--- config.mk ---
export PLATFORM = sky130hd
export DESIGN_NAME = rr_mux_arbiter_4
export DESIGN_NICKNAME = d
export VERILOG_FILES = /design/src/rtl/rr_mux_arbiter_4.sv
export SDC_FILE = /design/constraint.sdc
export NUM_CORES = 1
export LEC_CHECK = 0
export CORE_MARGIN = 2
export CORE_UTILIZATION = 40
export DETAILED_ROUTE_END_ITERATION = 7
export GPL_TIMING_DRIVEN = 0
export PLACE_DENSITY = 0.78
export SYNTH_ARGS = -nofsm -noshare
export SYNTH_HDL_FRONTEND = slang
export SYNTH_SLANG_ARGS = --single-unit
--- constraint.sdc ---
create_clock -name clk -period 2 [get_ports clk]
set_clock_uncertainty 0.15 [all_clocks]
set_input_delay 0.3 -clock clk [delete_from_list [all_inputs] [get_ports clk]]
set_output_delay 0.3 -clock clk [all_outputs]
set_load 0.02 [all_outputs]
--- src/rtl/rr_mux_arbiter_4.sv ---
// Round-robin arbiter that shares one W-bit valid/ready channel between four requesters.
// state | meaning
// IDLE  | no grant held; arbitrate among req starting after ptr
// GRANT | requester sel owns the channel until last, burst cap or withdrawal
module rr_mux_arbiter_4 #(
    parameter int BURST_LEN = 4,
    parameter int W         = 4
) (
    input  logic         clk,
    input  logic         rst,
    input  logic [3:0]   req,
    input  logic [3:0]   last,
    input  logic [W-1:0] i0,
    input  logic [W-1:0] i1,
    input  logic [W-1:0] i2,
    input  logic [W-1:0] i3,
    output logic [3:0]   gnt,
    output logic [1:0]   sel,
    output logic [W-1:0] y,
    output logic         y_valid,
    input  logic         y_ready
);

    localparam logic [0:0] IDLE  = 1'b0;
    localparam logic [0:0] GRANT = 1'b1;

    logic [0:0] state;
    logic [1:0] ptr;
    logic [3:0] cnt;
    logic [1:0] win;
    logic [1:0] idx;
    logic       found;
    logic       beat;
    logic       at_cap;
    logic       release_now;

    // Search ptr+1, ptr+2, ptr+3, ptr so the last owner gets lowest priority.
    always_comb begin
        win   = ptr;
        found = 1'b0;
        idx   = 2'd0;
        for (int k = 1; k <= 4; k++) begin
            idx = ptr + 2'(k);
            if (!found && req[idx]) begin
                win   = idx;
                found = 1'b1;
            end
        end
    end

    genvar b;
    generate
        for (b = 0; b < W; b++) begin : g_bit
            logic [3:0] col;
            assign col  = {i3[b], i2[b], i1[b], i0[b]};
            assign y[b] = col[sel];
        end
    endgenerate

    assign y_valid     = (state == GRANT) & req[sel];
    assign beat        = y_valid & y_ready;
    assign at_cap      = ({1'b0, cnt} + 5'd1) == 5'(BURST_LEN);
    assign release_now = (state == GRANT) & ((beat & (last[sel] | at_cap)) | ~req[sel]);

    always_ff @(posedge clk) begin
        if (rst) begin
            state <= IDLE;
            gnt   <= 4'b0000;
            sel   <= 2'd0;
            ptr   <= 2'd3;
            cnt   <= 4'd0;
        end else begin
            case (state)
                IDLE: begin
                    if (|req) begin
                        state <= GRANT;
                        sel   <= win;
                        gnt   <= 4'b0001 << win;
                        cnt   <= 4'd0;
                    end
                end
                GRANT: begin
                    if (release_now) begin
                        state <= IDLE;
                        gnt   <= 4'b0000;
                        ptr   <= sel;
                        cnt   <= 4'd0;
                    end else if (beat) begin
                        cnt <= cnt + 4'd1;
                    end
                end
                default: state <= IDLE;
            endcase
        end
    end

endmodule

---- After elaboration in Yosys (flattened, before gate mapping) ----
Cells that the tools add are included.
operators by class
  add/sub/neg operators ................... 5
  $lt $le $gt $ge ......................... 5
  eq/ne operators ......................... 4
  shifts and indexed selects .............. 1
  multiplexer cells ....................... 37
  bitwise operators ....................... 8
  reductions and logical operators ........ 11
operators by type and width
  kind                                                        number
  binary-select mux 1 bit (select 2 bit)                      10
  two-way mux 4 bit                                           5
  one-hot mux 4 bit (2 select lines)                          2
  less-than comparator 2 x 3 -> 1 bit, second input constant  5
  two-way mux 1 bit                                           15
  two-way mux 2 bit                                           4
  AND reduction 2 bit                                         4
  adder 4 x 1 -> 5 bit, second input constant                 1
  == test 5 x 3 -> 1 bit, second input constant               1
  adder 2 bit, second input constant                          2
  adder 4 x 1 -> 4 bit, second input constant                 1
  bitwise AND 1 bit                                           4
  OR reduction 4 bit                                          1
  left shift 1 x 2 -> 4 bit, first input constant             1
  logical AND 1 bit                                           3
  zero test 1 bit                                             3
  inequality test 3 x 1 -> 1 bit, second input constant       1
  adder 2 x 1 -> 2 bit, second input constant                 1
  inequality test 2 x 1 -> 1 bit, second input constant       1
  inequality test 2 bit, second input constant                1
  inverter 1 bit                                              2
  OR 1 bit                                                    2
  one-hot mux 1 bit (2 select lines)                          1
storage, ports and cells
  register bits after elaboration ......... 13
  bits of input ports ..................... 27
  output and inout bits ................... 11

---- Depth between registers and ports, before layout ----
  word-level depth ........................ 16
  depth in mapped cells ................... 7
  mapped depth without buffers ............ 6

---- Worst setup path before layout ----
No wires, ideal clock.
  path kind ............................... register to register
  start point ............................. register sel[0]
  end point ............................... register ptr[0]
  setup time .............................. 135 ps
  arrival time ............................ 1736 ps
  required time ........................... 1715 ps
  slack ................................... -21 ps
  cell stages (with the launch flop) ...... 7
  buffers on the path ..................... 1
  clock period less this slack ............ 2021 ps
  cell sequence ........................... dfxtp_1 -> buf_6 -> mux4_2 -> o21ai_1 -> o21ai_0 -> nor3_1 -> a21oi_1
on the way
  longest elaborated chain between the ends .. 8
  elaborated cells between the ends (all ways) .. 12
  those cells by class .................... mux: 4; bitwise: 7; reduce/logical: 1
ends and longest elaborated chain
  item                                     RTL line  text
  start: declaration                       18        output logic [1:0] sel,
  start signal: assignment                 77        sel <= win;
  binary-select mux 1 bit (select 2 bit)   60, 63
  two-way mux 1 bit (implied by the code)  60, 63
  bitwise AND 1 bit                        60        assign y_valid = (state == GRANT) & req[sel];
  bitwise AND 1 bit                        61        assign beat = y_valid & y_ready;
  bitwise AND 1 bit                        63        assign release_now = (state == GRANT) & ((beat & (last[sel] | at_cap)) | ~req[sel]);
  OR 1 bit                                 63
  bitwise AND 1 bit                        63
  AND reduction 2 bit (no source line)     --
  end signal: assignment                   86        ptr <= sel;
  end: declaration                         28        logic [1:0] ptr;
Parallel ways exist; a longest one is shown, timed or not. The select of a mux whose other input is x is not followed.
A chain may end at the register's enable or synchronous reset.

---- Worst setup path in the final report ----
  start point ............................. register sel[0]
  end point ............................... output y_valid
on the way
  longest elaborated chain between the ends .. 3
ends and longest elaborated chain
  item                                     RTL line  text
  binary-select mux 1 bit (select 2 bit)   60
  two-way mux 1 bit (implied by the code)  60
  bitwise AND 1 bit                        60
  end: declaration                         20        output logic y_valid,
Every way passes these cells. The select of a mux whose other input is x is not followed.

==> impl_metrics.xml <==
<?xml version="1.0" encoding="UTF-8"?>
<metrics>
  <group name="run_status">
    <metric name="status" unit="">finished clean</metric>
  </group>
  <group name="min_path">
    <metric name="min_path_type" unit="">reg2reg</metric>
    <metric name="worst_hold_path.num_cells" unit="">2</metric>
    <metric name="worstHoldEndpoint" unit="">gnt[1]</metric>
    <metric name="hp-start" unit="">gnt[1]</metric>
  </group>
  <group name="floorplan">
    <metric name="die_width" unit="µm">49.1</metric>
    <metric name="starting_density" unit="%">41.8</metric>
    <metric name="floorplan.die_area" unit="µm²">2410</metric>
    <metric name="design.portCount" unit="">38</metric>
    <metric name="placeableCoreArea" unit="µm²">1940</metric>
    <metric name="core.rowCount" unit="">16</metric>
    <metric name="fp.dieH" unit="µm">49.1</metric>
  </group>
  <group name="finish">
    <metric name="most_frequent_cells_in_the_layout" unit="">28 x sky130_fd_sc_hd__clkdlybuf4s50_1, 11 x sky130_fd_sc_hd__dfxtp_1, 10 x sky130_fd_sc_hd__nor2_1, 10 x sky130_fd_sc_hd__a21oi_1</metric>
    <metric name="fin_cells" unit="">166</metric>
    <metric name="post_synthesis_to_final_layout_area_growth" unit="%">60.2</metric>
    <metric name="drive_above_1_share" unit="%">22.3</metric>
    <metric name="layout.cells.most_common" unit="">sky130_fd_sc_hd__clkdlybuf4s50_1</metric>
    <metric name="antennaDiodeCount" unit="">0</metric>
    <metric name="final_std_cell_area_no_fill" unit="µm²">1300</metric>
    <metric name="finish.net_count" unit="">168</metric>
    <metric name="fillerInstances" unit="">156</metric>
  </group>
  <group name="critical_path">
    <metric name="worstSetupEndpointType" unit="">output pin</metric>
    <metric name="worst_reg_to_reg_path_cell_count" unit="">7</metric>
    <metric name="critical_path.max_fanout" unit="">4</metric>
    <metric name="reg2reg_from" unit="">cnt[0]</metric>
    <metric name="worst-r2r-setup-slack" unit="ns">0.07</metric>
    <metric name="worst_r2r_endpoint" unit="">gnt[3]</metric>
    <metric name="setup.worst_path.class" unit="">reg2out</metric>
    <metric name="worst_ep_required_time" unit="ns">1.55</metric>
    <metric name="worstPathArrival" unit="ns">1.49</metric>
    <metric name="worstSetupStartpointType" unit="">flip-flop</metric>
  </group>
  <group name="clock_tree">
    <metric name="cts_root_buf" unit="">sky130_fd_sc_hd__clkbuf_4</metric>
    <metric name="cts_buffer_depth" unit="">2</metric>
    <metric name="clkLatencyLatePin" unit="ns">0.28</metric>
    <metric name="cts.sinks" unit="">13</metric>
    <metric name="clk_pin_slew" unit="ns">0.08</metric>
    <metric name="cts-buffers-inserted" unit="">3</metric>
    <metric name="htree_num_levels" unit="">1</metric>
    <metric name="holdBufCountCts" unit="">0</metric>
    <metric name="clock_tree_from_tritoncts" unit="">yes</metric>
  </group>
  <group name="power_and_ir_drop">
    <metric name="power-per-cell-area" unit="nW/µm²">619</metric>
    <metric name="power_frac_clock" unit="%">20.5</metric>
    <metric name="seqPwrFrac" unit="%">37.4</metric>
    <metric name="sw_frac_of_total" unit="%">33.3</metric>
    <metric name="power_switching" unit="µW">268</metric>
    <metric name="combinationalPowerShare" unit="%">42.2</metric>
    <metric name="power.ir.vdd_worst" unit="mV">0.418</metric>
    <metric name="totalPowerFinal" unit="µW">805</metric>
    <metric name="cellLeakagePower" unit="µW">0.000480</metric>
    <metric name="power.internal" unit="µW">537</metric>
  </group>
  <group name="logic_synthesis">
    <metric name="synth.net_count" unit="">121</metric>
    <metric name="synth_seq_area_share" unit="%">32.0</metric>
    <metric name="yosysTopAreaCell" unit="">sky130_fd_sc_hd__dfxtp_1</metric>
    <metric name="ys_ff_latch" unit="">13</metric>
    <metric name="synth_cells" unit="">93</metric>
    <metric name="synthesis.area_per_instance" unit="µm²">8.73</metric>
    <metric name="synth.distinct_cells" unit="">31</metric>
    <metric name="synthDominantCellAreaShare" unit="%">32.0</metric>
    <metric name="yosysWarnings" unit="">0</metric>
    <metric name="synth.top_cells.by_area" unit="">sky130_fd_sc_hd__dfxtp_1 32%, sky130_fd_sc_hd__mux4_2 14%, sky130_fd_sc_hd__a21oi_1 6.8%, sky130_fd_sc_hd__o21ai_0 6.2%, sky130_fd_sc_hd__nor2_1 4.6%</metric>
    <metric name="syn_area" unit="µm²">812</metric>
  </group>
  <group name="timing">
    <metric name="fin_setup_tns" unit="ns">0</metric>
    <metric name="timing.max_slew.rel_slack" unit="%">52.1</metric>
    <metric name="min_period_over_period" unit="%">97.1</metric>
    <metric name="setup_repair_after_global_routing_missed_its_margin" unit="">yes</metric>
    <metric name="final_period_minus_worst_setup_slack" unit="ns">1.94</metric>
    <metric name="final-hold-violation-count" unit="">0</metric>
    <metric name="worst-slew-pin-transition" unit="ns">0.712</metric>
    <metric name="hold_ws" unit="ns">0.330</metric>
    <metric name="setup_viol" unit="">0</metric>
    <metric name="pins_over_slew_limit" unit="">0</metric>
    <metric name="maxClockFrequency" unit="MHz">515</metric>
  </group>
  <group name="placed_design">
    <metric name="placed_area" unit="µm²">1220</metric>
    <metric name="placedCellCount" unit="">157</metric>
    <metric name="numPortBuffers" unit="">37</metric>
    <metric name="dp_hpwl" unit="µm">1700</metric>
    <metric name="gp_congestion" unit="">0.780</metric>
  </group>
  <group name="grt">
    <metric name="grt_first_pass_wirelength" unit="µm">3760</metric>
    <metric name="grt_pass1_vias" unit="">876</metric>
    <metric name="grt_util_all_layers" unit="%">19.9</metric>
    <metric name="grt_start_max_net_pins" unit="">11</metric>
    <metric name="initial_antenna_violation_count" unit="">0</metric>
    <metric name="grt-ovfl-total" unit="">0</metric>
  </group>
  <group name="detailed_routing">
    <metric name="drc_errors" unit="">0</metric>
    <metric name="detail_route.vias_per_cell" unit="">5.52</metric>
    <metric name="drt_pass1_iterations" unit="">4</metric>
    <metric name="initial_drc_count" unit="">25</metric>
    <metric name="routed_wire_length_per_instance" unit="µm">14.5</metric>
    <metric name="final_wl" unit="µm">2400</metric>
    <metric name="routed-via-count" unit="">917</metric>
    <metric name="final_antenna_net_count" unit="">0</metric>
  </group>
  <group name="run">
    <metric name="drv.max_cap_violation_count" unit="">0</metric>
  </group>
</metrics>
==> worst max-delay path by stage <==
stage	start	to	slack [ns]	cells past startpoint
detailed placement	req[3]	y_valid	-0.46	4
CTS	sel[0]	y_valid	0.01	4
floorplan	sel[0]	cnt[2]	0.03	6
finish	sel[0]	y_valid	0.06	3
global placement	req[0]	y_valid	-0.44	4
global route	sel[0]	cnt[2]	-0.006	6
==> sequential cells by signal, indices dropped and copies added (netlist names) <==
name	count
gnt	4
sel	2
ptr	2
cnt	4
state	1
==> cell families after synthesis <==
kind of cell | share of synthesized area, %
compound gates | 19.3
fa+ha+maj | 1.54
flops | 32.0
mux | 16.3
simple gates | 25.4
buf+inv | 5.39
==> through the flow <==
step,setup slack [ns],utilization [%]
after floorplan,0.0290,-
after global placement,-0.444,62.6
after detailed placement,-0.458,62.6
after CTS,0.0143,64.4
after global routing,-0.00619,67.0
final,0.0582,67.0
==> repair_timing <==
item,4_1_cts,5_1_grt
buffers inserted,4,1
setup endpoints to repair,11,12
gates resized for setup,29,11
pin swaps,0,2
cloned,0,1
==> power by group through the flow <==
stage	sequential (µW)	clock (µW)	combinational [µW]
floorplan	316	0	165
global placement	302	0	311
detailed placement	303	0	321
CTS	297	164	325
global route	305	175	363
finish	301	165	340
==> cell type report <==
type | count | area [µm²] | area share, %
Multi-Input combinational cell | 73 | 542 | 41.6
Inverter | 3 | 12.5 | 0.962
Tap cell | 27 | 33.8 | 2.60
Timing Repair Buffer | 43 | 399 | 30.7
Clock buffer | 4 | 26.3 | 2.02
Buffer | 3 | 22.5 | 1.73
Sequential cell | 13 | 265 | 20.4
==> cell usage after synthesis, drive strengths merged <==
cell type,n
nand2,5
or4bb,1
nand4b,1
o21ai,11
mux4,5
a22o,1
clkinv,1
or4,1
mux2i,2
ha,1
inv,2
nor3,3
nor4,2
a21o,1
nand3b,2
clkbuf,2
nand3,5
nand2b,4
a21oi,11
o21a,1
nor2b,2
a211oi,1
and2,1
nor2,10
buf,2
a31oi,1
dfxtp,13
a221oi,1
==> layer usage <==
layer  vias up  wire length (µm)  GRT usage (%)
li1        442                 -              -
met1       421               910           22.3
met2        47              1230           35.2
met3         7               220           6.13
met4         0                41           7.14
met5         -                 0              0
==> worst max-delay path, stage by stage, from the launching register on <==
cell and delay [ns]:
sky130_fd_sc_hd__dfxtp_4 0.37, sky130_fd_sc_hd__mux4_2 0.52, sky130_fd_sc_hd__and2_1 0.17, sky130_fd_sc_hd__buf_2 0.15
(Power assumes the default switching activity.)
